<file path="src/rtl/sample_capture.sv">
// AV-ST sample sink: captures a programmed number of bytes into a circular FIFO, drained over AXI-Lite.
// Optional macro CAPTURE_PACK_EN packs up to four samples into each DATA read.
module sample_capture #(
    parameter int DEPTH_LOG2 = 6,
    parameter int LENGTH_W   = 16
) (
    input  logic        S_AXI_ACLK,
    input  logic        rst_sys,
    input  logic        S_AVST_VALID,
    input  logic [7:0]  S_AVST_DATA,
    output logic        S_AVST_READY,
    output logic        M_AVST_VALID,
    output logic [7:0]  M_AVST_DATA,
    input  logic        M_AVST_READY,
    input  logic [3:0]  S_AXI_AWADDR,
    input  logic [2:0]  S_AXI_AWPROT,
    input  logic        S_AXI_AWVALID,
    output logic        S_AXI_AWREADY,
    input  logic [31:0] S_AXI_WDATA,
    input  logic [3:0]  S_AXI_WSTRB,
    input  logic        S_AXI_WVALID,
    output logic        S_AXI_WREADY,
    output logic [1:0]  S_AXI_BRESP,
    output logic        S_AXI_BVALID,
    input  logic        S_AXI_BREADY,
    input  logic [3:0]  S_AXI_ARADDR,
    input  logic [2:0]  S_AXI_ARPROT,
    input  logic        S_AXI_ARVALID,
    output logic        S_AXI_ARREADY,
    output logic [31:0] S_AXI_RDATA,
    output logic [1:0]  S_AXI_RRESP,
    output logic        S_AXI_RVALID,
    input  logic        S_AXI_RREADY
);
    localparam int CW    = DEPTH_LOG2 + 1;
    localparam int DEPTH = 1 << DEPTH_LOG2;
    localparam logic [CW-1:0] FULL_CNT = CW'(DEPTH);
    localparam logic [CW-1:0] ONE      = CW'(1);
    localparam logic [1:0] WRRESET = 2'd0, WRIDLE = 2'd1, WRDATA = 2'd2, WRRESP = 2'd3;
    localparam logic [1:0] RDRESET = 2'd0, RDIDLE = 2'd1, RDDATA = 2'd2;
    localparam logic [1:0] IDLE = 2'd0, CAPTURE = 2'd1, DONE = 2'd2;

    logic [1:0]            wstate, rstate, state;
    logic [3:0]            waddr;
    logic [7:0]            mem [DEPTH];
    logic [DEPTH_LOG2-1:0] wptr, rptr;
    logic [CW-1:0]         count, pop_n;
    logic                  overflow, start_beat, full, empty;
    logic [LENGTH_W-1:0]   length, cap_cnt, lane_mask;
    logic [31:0]           rdata, rd_next, data_word;
    logic                  w_fire, ctrl_wr, arm, clear, len_wr, ar_fire, data_rd;
    logic                  push, pop, ovf_evt;
    logic                  unused_bits;

    assign unused_bits = ^{M_AVST_READY, S_AXI_AWPROT, S_AXI_ARPROT, S_AXI_WDATA, S_AXI_WSTRB};

    assign S_AXI_AWREADY = (wstate == WRIDLE);
    assign S_AXI_WREADY  = (wstate == WRDATA);
    assign S_AXI_BVALID  = (wstate == WRRESP);
    assign S_AXI_BRESP   = 2'b00;
    assign S_AXI_ARREADY = (rstate == RDIDLE);
    assign S_AXI_RVALID  = (rstate == RDDATA);
    assign S_AXI_RRESP   = 2'b00;
    assign S_AXI_RDATA   = rdata;
    assign M_AVST_VALID  = start_beat;
    assign M_AVST_DATA   = start_beat ? 8'h01 : 8'h00;

    assign w_fire  = S_AXI_WVALID && (wstate == WRDATA);
    assign ctrl_wr = w_fire && (waddr == 4'h0) && S_AXI_WSTRB[0];
    assign clear   = ctrl_wr && S_AXI_WDATA[1];
    assign arm     = ctrl_wr && S_AXI_WDATA[0];
    assign len_wr  = w_fire && (waddr == 4'h4);
    assign ar_fire = S_AXI_ARVALID && (rstate == RDIDLE);
    assign data_rd = ar_fire && (S_AXI_ARADDR == 4'hC);
    assign full    = (count == FULL_CNT);
    assign empty   = (count == '0);

    always_comb begin
        lane_mask = '0;
        for (int i = 0; i < LENGTH_W; i++) lane_mask[i] = S_AXI_WSTRB[i / 8];
    end

`ifdef CAPTURE_PACK_EN
    localparam logic [CW-1:0] FOUR = CW'(4);
    always_comb begin
        data_word = '0;
        for (int i = 0; i < 4; i++)
            if (count > CW'(i)) data_word[8*i +: 8] = mem[rptr + DEPTH_LOG2'(i)];
        pop_n = '0;
        if (data_rd && !clear) pop_n = (count > FOUR) ? FOUR : count;
    end
`else
    always_comb begin
        data_word = empty ? 32'h0 : {24'h0, mem[rptr]};
        pop_n     = (data_rd && !empty && !clear) ? ONE : '0;
    end
`endif

    // A same-cycle pop frees a slot, so a full FIFO may still accept.
    assign pop          = (pop_n != '0);
    assign S_AVST_READY = (state == CAPTURE) && (!full || pop) && !clear;
    assign push         = S_AVST_VALID && S_AVST_READY;
    assign ovf_evt      = (state == CAPTURE) && S_AVST_VALID && full && !pop && !clear;

    always_comb begin
        case (S_AXI_ARADDR)
            4'h4:    rd_next = 32'(length);
            4'h8:    rd_next = {11'h0, overflow, empty, full, state, 16'(count)};
            4'hC:    rd_next = data_word;
            default: rd_next = 32'h0;
        endcase
    end

    always_ff @(posedge S_AXI_ACLK) begin
        if (push) mem[wptr] <= S_AVST_DATA;
    end

    always_ff @(posedge S_AXI_ACLK) begin
        if (rst_sys) begin
            wstate     <= WRRESET;
            rstate     <= RDRESET;
            state      <= IDLE;
            waddr      <= '0;
            wptr       <= '0;
            rptr       <= '0;
            count      <= '0;
            overflow   <= 1'b0;
            length     <= '0;
            cap_cnt    <= '0;
            start_beat <= 1'b0;
            rdata      <= '0;
        end else begin
            case (wstate)
                WRRESET: wstate <= WRIDLE;
                WRIDLE:  if (S_AXI_AWVALID) begin wstate <= WRDATA; waddr <= S_AXI_AWADDR; end
                WRDATA:  if (S_AXI_WVALID) wstate <= WRRESP;
                default: if (S_AXI_BREADY) wstate <= WRIDLE;
            endcase
            case (rstate)
                RDRESET: rstate <= RDIDLE;
                RDIDLE:  if (S_AXI_ARVALID) rstate <= RDDATA;
                default: if (S_AXI_RREADY) rstate <= RDIDLE;
            endcase
            if (ar_fire) rdata <= rd_next;
            if (len_wr) length <= (length & ~lane_mask) | (S_AXI_WDATA[LENGTH_W-1:0] & lane_mask);
            start_beat <= 1'b0;
            if (clear) begin
                state    <= IDLE;
                wptr     <= '0;
                rptr     <= '0;
                count    <= '0;
                overflow <= 1'b0;
                cap_cnt  <= '0;
            end else begin
                if (push) wptr <= wptr + 1'b1;
                if (pop) rptr <= rptr + DEPTH_LOG2'(pop_n);
                count <= count + (push ? ONE : '0) - pop_n;
                if (ovf_evt) overflow <= 1'b1;
                case (state)
                    CAPTURE: if (push) begin
                        cap_cnt <= cap_cnt + LENGTH_W'(1);
                        if (cap_cnt + LENGTH_W'(1) == length) state <= DONE;
                    end
                    default: if (arm && length != '0) begin
                        state      <= CAPTURE;
                        cap_cnt    <= '0;
                        start_beat <= 1'b1;
                    end
                endcase
            end
        end
    end
endmodule
</file>
<file path="config.mk">
export PLATFORM = sky130hd
export DESIGN_NAME = sample_capture
export DESIGN_NICKNAME = d
export VERILOG_FILES = /design/src/rtl/sample_capture.sv
export SDC_FILE = /design/constraint.sdc
export NUM_CORES = 1
export LEC_CHECK = 0
export ABC_AREA = 1
export ABC_CLOCK_PERIOD_IN_PS = 3300
export BUFFER_PORTS_ARGS = -buffer_cell sky130_fd_sc_hd__buf_2
export CORE_AREA = 3 3 290 263
export DETAILED_ROUTE_END_ITERATION = 8
export DIE_AREA = 0 0 293 266
export PLACE_DENSITY = 0.51
export SYNTH_ARGS = -nofsm -noshare
export SYNTH_HDL_FRONTEND = slang
export SYNTH_SLANG_ARGS = --single-unit
</file>
<file path="constraint.sdc">
create_clock -name S_AXI_ACLK -period 3.3 [get_ports S_AXI_ACLK]
set_input_delay 0.66 -clock S_AXI_ACLK [delete_from_list [all_inputs] [get_ports S_AXI_ACLK]]
set_output_delay 0.66 -clock S_AXI_ACLK [all_outputs]
set_load 0.03 [all_outputs]
</file>
==> results of run 1 <==
-- cell type report --
class                   count  area, sq um
inverters                 105          404
multi-input cells        1608         7350
well taps                 960         1200
clock inverters            39          327
clock buffers              85         1870
flip-flops and latches    602        17200
repair buffers            187         1340
fillers                  7037        43600
-- through the flow --
step / util / setup TNS, ns / cells / setup WS (ns) / hold slack, ns
final: 0.405 / 0 / 3586 / 0.283 / 0.324
after global routing: 0.405 / 0 / 3586 / 0.0481 / 0.318
after CTS: 0.405 / 0 / 3586 / 0.136 / 0.289
after detailed placement: 0.375 / -0.0184 / 3462 / -0.0184 / 0.457
after global placement: 0.375 / -0.0867 / 3462 / -0.0867 / 0.457
after floorplan: - / 0 / 2465 / 0.117 / 0.440
-- power by group --
part | switching, W | leakage [nW] | internal (W)
Combinational | 0.000571 | 4.52 | 0.000256
Sequential | 0.0000399 | 5.33 | 0.00829
Clock | 0.00299 | 1.08 | 0.00448
-- routing by layer --
metal,vias up,global-route usage,wire (um)
li1,8630,-,-
met1,8626,0.250,31700
met2,439,0.281,32000
met3,95,0.0343,3960
met4,0,0.0473,1560
met5,-,0,0
-- worst max-delay path: stages, from the launching register on --
cell and delay, ns:
dfxtp_1 0.31, inv_1 0.08, ha_2 0.20, nand2_1 0.06, nor2_2 0.14, nand4_1 0.21, nand2_2 0.12, buf_4 0.15
inv_1 0.06, ha_1 0.26, inv_1 0.04, ha_1 0.20, fa_2 0.37, nand2_1 0.10, a21oi_2 0.07, nor2_1 0.10
nor2_1 0.07, nor2_1 0.09, o21bai_1 0.08, o21ai_0 0.14, a21oi_1 0.05
-- sequential cells by signal (all words and copies together) (netlist names), 4 cells and up, named ones only --
register     cells
waddr            4
rptr             6
S_AXI_RDATA     21
mem            512
cap_cnt         16
count            7
wptr             6
-- synth_stat cells, drive strengths merged (2+ instances only) --
cell,number,area (sq um)
ha,18,225
a21oi,67,350
buf,114,694
xor2,8,70.1
o211ai,8,60.1
clkbuf,36,135
nor3b,2,15.0
inv,105,397
edfxtp,512,15400
nor4,4,25.0
dfxtp,90,1800
xnor2,2,17.5
o21ai,46,234
or2,4,25.0
nor2,124,483
a31oi,2,12.5
nand4,16,190
nand2,783,2950
nor3,17,111
nand3,470,2360
o21bai,2,15.0
o22ai,8,50.1
-- cells by family (layout without fill, tap and decap cells) --
kind of cell    after synthesis  in the layout  synth area share
xor+xnor                     10             10           0.00341
fa+ha+maj                    19             19           0.00956
flops                       602            602             0.669
compound gates              136            136            0.0290
other cells                   1             22          0.000146
buf+inv                     255            416            0.0478
simple gates               1421           1421             0.241
-- how the worst min path moves through the flow --
stage,end,cells after the start
2_1_floorplan,S_AXI_RDATA[16],2
3_3_place_gp,S_AXI_RDATA[7],2
6_report,waddr[3],3
4_1_cts,waddr[3],3
5_1_grt,waddr[3],3
3_5_place_dp,S_AXI_RDATA[5],2
==> reports/summary.txt, run 1 <==
Status - complete, no violations
Core area - 73300 sq um
Initial antenna violation count - 0
Clock sink count - 602
RR Endpoint - count[6]
Clock Latency Late Sink - 0.60 ns
Commonest cells after routing, fill and taps aside - nand2_1, edfxtp_1, nand3_1
Worst R2R Start - wstate[0]
Fmax achieved - 331 MHz
Final WL - 69300 um
Flop2flop setup slack - 0.28 ns
Main flop type after synthesis - edfxtp_1
Final Cycle Share - 0.914
Vias in the first global route - 17300
Slew HR - 0.418
Clock Skew - 0.0202 ns
# DRC - 0
Worst Setup End Kind - flop
Min Tclk post-route - 3.02 ns
Final setup viols - 0
First-pass GRT wire length - 106000 um
Placer congestion estimate - 0.822
Yosys Warn Count - 0
CP Capture Point - count[6]
H-tree levels - 3
Pins Over Slew Limit - 0
Buffers on Ports - 70
Root Buffer - clkbuf_16
Tot Pwr - 0.0166 W
Syn-to-layout area delta - 15.7%
Sequential fraction of the synthesis area - 0.669
Die area - 77900 sq um
Diodes inserted - 0
CTS resizes - 0
Largest net degree at the start of global routing - 182
RSZ-0062 raised after global routing - false
Maximum clock path buffer count - 3
Cell area after layout - 29700 sq um
Site row count - 94
Share of layout cells above drive strength 1 - 0.123
Critical Path AT - 3.50 ns
Worst setup startpoint - wstate[0]
DRT iter0 DRCs - 1371
Number of buffers created by CTS - 68
Critical-path maximum fanout - 6
Cell Pwr Density - 560 nW/um^2
Number of flops mapped to enable cells by yosys - 512
CP startpoint kind - flop
Min-delay src - S_AXI_AWADDR[3]
Post-CTS setup buffers - 0
Mean Syn Cell Area - 10.5 sq um
Vias - 17800
Starting density of the core - 0.350
DIE HEIGHT - 266 um
Crit path kind - reg -> reg
P_leak - 10.9 nW
Layout net count - 2658
Post-route ant nets - 0
Worst min-delay path class - in -> reg
Post-CTS Hold Fix Bufs - 0
Most common cell after layout, fill and taps aside - nand2_1
Total of max-cap violations - 0
Ys async rst share - 0
GRT Total Usage - 0.177
Reg2reg path depth - 20
Post-DP HPWL - 42900 um
Flops & latches, synth - 602
Die width - 293 um
Peak VDD IR - 297 uV
Gate Count Post-Synth - 2444
Drt first pass iters - 8
Area after DPL - 27500 sq um
Post-synthesis cell type count - 46
Num ports - 118
Via density - 4.96
Final Hold Vio Count - 0
Drt wl/cell - 19.3 um
Worst-Margin Slew - 0.873 ns
Worst-path clk slew - 0.06 ns
GRT overflow - 0
CTS tree - built
Worst Path Required - 3.78 ns
Mapped cell area - 25700 sq um
(Power assumes the default switching activity.)
==> run 2: changes to the inputs <==
--- a/config.mk
+++ b/config.mk
@@ -9,6 +9,7 @@
 export ABC_CLOCK_PERIOD_IN_PS = 3300
 export BUFFER_PORTS_ARGS = -buffer_cell sky130_fd_sc_hd__buf_2
 export CORE_AREA = 3 3 290 263
+export CTS_BUF_LIST = sky130_fd_sc_hd__clkbuf_16
 export DETAILED_ROUTE_END_ITERATION = 8
 export DIE_AREA = 0 0 293 266
 export PLACE_DENSITY = 0.51
==> reports/summary.txt, run 2 (synthesis results as in run 1) <==
Status - complete, no violations
Reg2reg path depth - 20 (unchanged)
Drt wl/cell - 19.3 um (about the same)
Final WL - 69300 um (about the same)
P_leak - 11.0 nW (+0.45%)
Post-CTS Hold Fix Bufs - 0 (unchanged)
Hold Path Stages - 3 (unchanged)
Internal cell power - 0.0130 W (-0.29%)
Vias in the first global route - 17300 (+0.023%)
Area after DPL - 27500 sq um (unchanged)
Core area - 73300 sq um (unchanged)
GRT Total Usage - 0.177 (about the same)
Total of max-cap violations - 0 (unchanged)
Clock Latency Late Sink - 0.60 ns (about the same)
DRT iter0 DRCs - 1445 (+5.4%)
Buffers on Ports - 70 (unchanged)
Setup TNS - 0 ns (unchanged)
Largest reg by FF count - mem
Worst min-delay path class - in -> reg
First-pass GRT wire length - 106000 um (about the same)
Crit path kind - reg -> reg
Switching share of power - 0.217 (+0.000577)
Number of buffers created by CTS - 68 (unchanged)
Cell Pwr Density - 559 nW/um^2 (-0.21%)
Final core utilization - 0.405 (unchanged)
Flop pwr share - 0.502 (about the same)
Gate power share - 0.050 (about the same)
Min-delay src - S_AXI_AWADDR[3]
Min Tclk post-route - 3.02 ns (+0.00132 ns)
CTS tree - built
Maximum clock path buffer count - 3 (unchanged)
DIE HEIGHT - 266 um (unchanged)
Clock sink count - 602 (unchanged)
Pins Over Slew Limit - 0 (unchanged)
Die area - 77900 sq um (unchanged)
Critical-path maximum fanout - 6 (unchanged)
Num ports - 118 (unchanged)
Tot Pwr - 0.0166 W (-0.21%)
Drt first pass iters - 5 (-3)
Via density - 4.97 (+0.22%)
Initial antenna violation count - 0 (unchanged)
Worst Setup End Kind - flop
Power share of the clock group - 0.448 (about the same)
Most common cell after layout, fill and taps aside - nand2_1
Fmax achieved - 331 MHz (about the same)
Peak VDD IR - 298 uV (+0.13%)
GRT overflow - 0 (unchanged)
Site row count - 94 (unchanged)
Flop2flop setup slack - 0.28 ns (about the same)
Final setup viols - 0 (unchanged)
RR Endpoint - count[6]
CP startpoint kind - flop
Crit-path cells - inv_1 -> ha_2 -> nand2_1 -> nor2_2 -> nand4_1 -> nand2_2 -> buf_4 -> inv_1 -> ha_1 -> inv_1 -> ha_1 -> fa_2 -> nand2_1 -> a21oi_2 -> nor2_1 -> nor2_1 -> nor2_1 -> o21bai_1 -> o21ai_0 -> a21oi_1
Slowest cell on crit path - fa_2
Worst-Margin Slew - 0.869 ns (-0.00372 ns)
Post-DP HPWL - 42900 um (unchanged)
Commonest cells after routing, fill and taps aside - nand2_1, edfxtp_1, nand3_1
Syn-to-layout area delta - 15.7% (unchanged)
Slew HR - 0.421 (+0.00248)
Fillers - 7037 (unchanged)
Share of layout cells above drive strength 1 - 0.123 (unchanged)
Final Cycle Share - 0.915 (about the same)
Layout net count - 2658 (unchanged)
Post-route ant nets - 0 (unchanged)
# DRC - 0 (unchanged)
Worst Path Required - 3.78 ns (about the same)
Diodes inserted - 0 (unchanged)
Die width - 293 um (unchanged)
H-tree levels - 3 (unchanged)
Root Buffer - clkbuf_16
Worst R2R Start - wstate[0]
Final Hold Vio Count - 0 (unchanged)
Max reg flops - 512 (unchanged)
Starting density of the core - 0.350 (unchanged)
WHS Endpoint - waddr[3]
Largest net degree at the start of global routing - 182 (unchanged)
Sw power - 0.00360 W (about the same)
Cell area after layout - 29700 sq um (unchanged)
CP max stage delay - 0.37 ns (about the same)
RSZ-0062 raised after global routing - false
Clock Skew - 0.0184 ns (-0.00179 ns)
Critical Path AT - 3.50 ns (about the same)
Vias - 17800 (+0.22%)
Worst-path clk slew - 0.06 ns (about the same)
Placer congestion estimate - 0.822 (unchanged)
## run 2: final cells by class
type | instances | area, sq um | share of cell area
sequential | 602 | 17200 | 0.579
inverter | 105 | 404 | 0.0136
timing repair buffer | 187 | 1340 | 0.0452
tap | 960 | 1200 | 0.0405
clock buffer | 73 | 1830 | 0.0615
multi-input combinational | 1608 | 7350 | 0.248
clock inverter | 51 | 372 | 0.0125
## run 2: how the worst max path moves through the flow
| stage | endpoint | cells after the start | slack (ns) | startpoint |
|---|---|---|---|---|
| floorplan | count[6] | 21 | 0.12 | wstate[0] |
| global placement | count[6] | 21 | -0.09 | S_AXI_ARADDR[1] |
| detailed placement | count[6] | 21 | -0.02 | S_AXI_ARADDR[1] |
| CTS | count[6] | 19 | 0.14 | wstate[1] |
| global route | count[6] | 20 | 0.05 | wstate[0] |
| finish | count[6] | 20 | 0.28 | wstate[0] |
## run 2: routing by layer
metal / global-route usage / routed length (um) / up-vias / part of all wire
met5: 0 / 0 / - / 0
met2: 0.281 / 31900 / 447 / 0.46
met1: 0.250 / 31900 / 8651 / 0.46
met4: 0.0473 / 1580 / 0 / 0.023
met3: 0.0343 / 3840 / 100 / 0.055
li1: - / - / 8632 / -
## run 2: repair_timing
| item | in CTS | in global routing |
|---|---|---|
| buffers inserted | 0 | 0 |
| gates resized for setup | 0 | 7 |
| setup endpoints to repair | 0 | 1 |
## run 2: per-stage QoR
stage | std cells | hold slack (ns) | setup WS [ns]
floorplan | 2465 | 0.440 | 0.117
global placement | 3462 | 0.457 | -0.0867
detailed placement | 3462 | 0.457 | -0.0184
CTS | 3586 | 0.289 | 0.136
global route | 3586 | 0.318 | 0.0481
finish | 3586 | 0.323 | 0.282
## run 2: worst max-delay path: cells and delay by family (launching register included)
family | cells | cell delay [ns]
simple gates | 8 | 0.89
fa+ha+maj | 4 | 1.03
buf+inv | 4 | 0.33
compound gates | 4 | 0.34
flops | 1 | 0.31
## run 2: power by group through the flow
stage | clock network, W | logic [W] | registers [W]
2_1_floorplan | 0 | 0.000456 | 0.00850
3_3_place_gp | 0 | 0.000799 | 0.00848
3_5_place_dp | 0 | 0.000816 | 0.00849
4_1_cts | 0.00760 | 0.000820 | 0.00833
5_1_grt | 0.00792 | 0.000919 | 0.00833
6_report | 0.00743 | 0.000829 | 0.00833
==> run 3: changes to the inputs <==
--- a/config.mk
+++ b/config.mk
@@ -12,6 +12,7 @@
 export CTS_BUF_LIST = sky130_fd_sc_hd__clkbuf_16
 export DETAILED_ROUTE_END_ITERATION = 8
 export DIE_AREA = 0 0 293 266
+export GPL_TIMING_DRIVEN = 0
 export PLACE_DENSITY = 0.51
 export SYNTH_ARGS = -nofsm -noshare
 export SYNTH_HDL_FRONTEND = slang
==> reports/summary.txt, run 3 (synthesis results as in run 1) <==
Status - complete, but fails checks
Failing checks - negative setup slack
WP depth - 12 (-40%)
Pins Over Slew Limit - 0 (unchanged)
Core area - 73300 sq um (unchanged)
Buffers on Ports - 69 (-1.4%)
First-pass GRT wire length - 123000 um (+17%)
Initial antenna violation count - 0 (unchanged)
Worst R2R Start - wstate[0]
RSZ-0062 raised after global routing - true
Vias - 18800 (+5.6%)
Most common cell after layout, fill and taps aside - nand2_1
GRT overflow - 0 (unchanged)
Reg2reg path depth - 12 (-40%)
Final worst slack - -0.0612 ns (-0.343 ns)
H-tree levels - 3 (unchanged)
Site row count - 94 (unchanged)
Worst-Margin Slew - 1.41 ns (+0.544 ns)
Flop2flop setup slack - -0.06 ns (-0.34 ns)
Final WL - 85800 um (+24%)
Worst setup startpoint - wstate[0]
RR Endpoint - mem[1][0]
Vias in the first global route - 17900 (+3.7%)
Num ports - 118 (unchanged)
CTS tree - built
Final Hold Vio Count - 0 (unchanged)
Fmax achieved - 298 MHz (-10%)
Clock Latency Late Sink - 0.61 ns (about the same)
Via density - 5.19 (+4.5%)
Post-DP HPWL - 57800 um (+35%)
Worst Setup End Kind - flop
Starting density of the core - 0.350 (unchanged)
CP startpoint kind - flop
Largest reg by FF count - mem
Clock sink count - 602 (unchanged)
Root Buffer - clkbuf_16
DIE HEIGHT - 266 um (unchanged)
Critical Path AT - 3.57 ns (+0.07 ns)
Slew HR - 0.0578 (-0.363)
Worst min-delay path class - in -> reg
DRT iter0 DRCs - 2148 (+49%)
Hold Path Stages - 3 (unchanged)
Clock Skew - 0.0290 ns (+0.0106 ns)
Critical-path maximum fanout - 10 (+4)
Syn-to-layout area delta - 15.6% (about the same)
Fillers - 7034 (-0.043%)
Drt first pass iters - 8 (+3)
Post-route ant nets - 0 (unchanged)
Place WS - -1.04 ns (-1.02 ns)
Maximum clock path buffer count - 3 (unchanged)
Drt wl/cell - 23.7 um (+23%)
Number of buffers created by CTS - 68 (unchanged)
CP Capture Point - mem[1][0]
Final core utilization - 0.405 (about the same)
Top delay family on crit path - simple AND/OR/NAND/NOR gates
Die width - 293 um (unchanged)
Max reg flops - 512 (unchanged)
Peak VDD IR - 360 uV (+21%)
Hold WS - 0.321 ns (-0.00188 ns)
Worst Path Required - 3.51 ns (-0.27 ns)
Share of layout cells above drive strength 1 - 0.129 (+0.00584)
Crit-path cells - inv_1 -> ha_2 -> nand2_1 -> nor2_4 -> nand4_1 -> nand2_2 -> nor2_4 -> nand2_4 -> inv_4 -> buf_6 -> nand4_4 -> nor2_1
Total of max-cap violations - 0 (unchanged)
Min Tclk post-route - 3.36 ns (+0.343 ns)
Cell Pwr Density - 552 nW/um^2 (-1.2%)
Die area - 77900 sq um (unchanged)
Crit path buf inv count - 3 (-1)
Final setup viols - 24 (+24)
Final Cycle Share - 1.02 (+0.104)
Placer congestion estimate - 0.909 (+11%)
GRT Total Usage - 0.217 (+0.0401)
Largest net degree at the start of global routing - 65 (-64%)
Layout net count - 2697 (+1.5%)
P_leak - 10.9 nW (-0.70%)
Commonest cells after routing, fill and taps aside - nand2_1, edfxtp_1, nand3_1
Slowest cell on crit path - nor2_1
# DRC - 0 (unchanged)
Worst-path clk slew - 0.06 ns (about the same)
CP max stage delay - 0.95 ns (+0.58 ns)
Crit path kind - reg -> reg
Most used cell, CP - nor2_4
-- run 3: changes by cell type in the layout (fill, tap and decap cells not counted), sizes merged --
cell	before	now
buf	187	190
bufinv	6	4
clkbuf	73	106
clkinv	31	25
clkinvlp	1	0
diode	0	1
inv	118	127
-- run 3: timing repair --
action | in CTS | in global routing
gates resized for setup | 31 | 27
endpoints found under the setup margin | 405 | 237
pin swaps | 2 | 3
setup buffers | 5 | 1
hold buffers | 0 | 0
-- run 3: stage by stage --
| stage | setup TNS [ns] | cell area (sq um) | power [W] | cells |
|---|---|---|---|---|
| after detailed placement | -196.18 | 27300 | 0.00929 | 3495 |
| after CTS | -2.46 | 29600 | 0.0165 | 3621 |
| after global placement | -175.91 | 27300 | 0.00927 | 3494 |
| after floorplan | 0 | 25700 | 0.00896 | 2465 |
| final | -0.841 | 29700 | 0.0164 | 3623 |
| after global routing | -6.11 | 29700 | 0.0169 | 3622 |
-- run 3: layer usage --
metal	GRT usage	vias to the layer above	part of all wire	wire (um)
met2	0.340	781	0.45	38700
met1	0.305	9166	0.44	37500
met5	0	-	0	0
met3	0.0440	166	0.080	6880
met4	0.0680	0	0.032	2710
li1	-	8707	-	-
-- run 3: cell type report --
cell class                 instances  area, sq um  share of cell area
antenna                            1         2.50           0.0000844
clock inverter                    51          349              0.0118
clock buffer                      70         1750              0.0591
buffer                           150          833              0.0281
sequential                       602        17200               0.579
multi-input combinational       1608         7500               0.253
inverter                         105          397              0.0134
tap                              960         1200              0.0405
timing repair buffer              76          439              0.0148
-- run 3: worst min-delay path, stage by stage --
cell and delay, ns:
buf_2 0.07, o21ai_0 0.07, nor2_1 0.08
-- run 3: power breakdown --
group          leakage [nW]  internal (W)  switching (W)
Clock                  1.10       0.00416        0.00306
Combinational          4.46      0.000223       0.000589
Sequential             5.33       0.00830      0.0000415
Total                  10.9        0.0127        0.00369
-- run 3: how the worst min path moves through the flow --
| stage | to | slack (ns) | startpoint |
|---|---|---|---|
| after floorplan | S_AXI_RDATA[16] | 0.44 | state[0] |
| after global placement | overflow | 0.46 | overflow |
| after detailed placement | overflow | 0.46 | overflow |
| after CTS | waddr[3] | 0.29 | S_AXI_AWADDR[3] |
| after global routing | waddr[3] | 0.31 | S_AXI_AWADDR[3] |
| final | waddr[3] | 0.32 | S_AXI_AWADDR[3] |
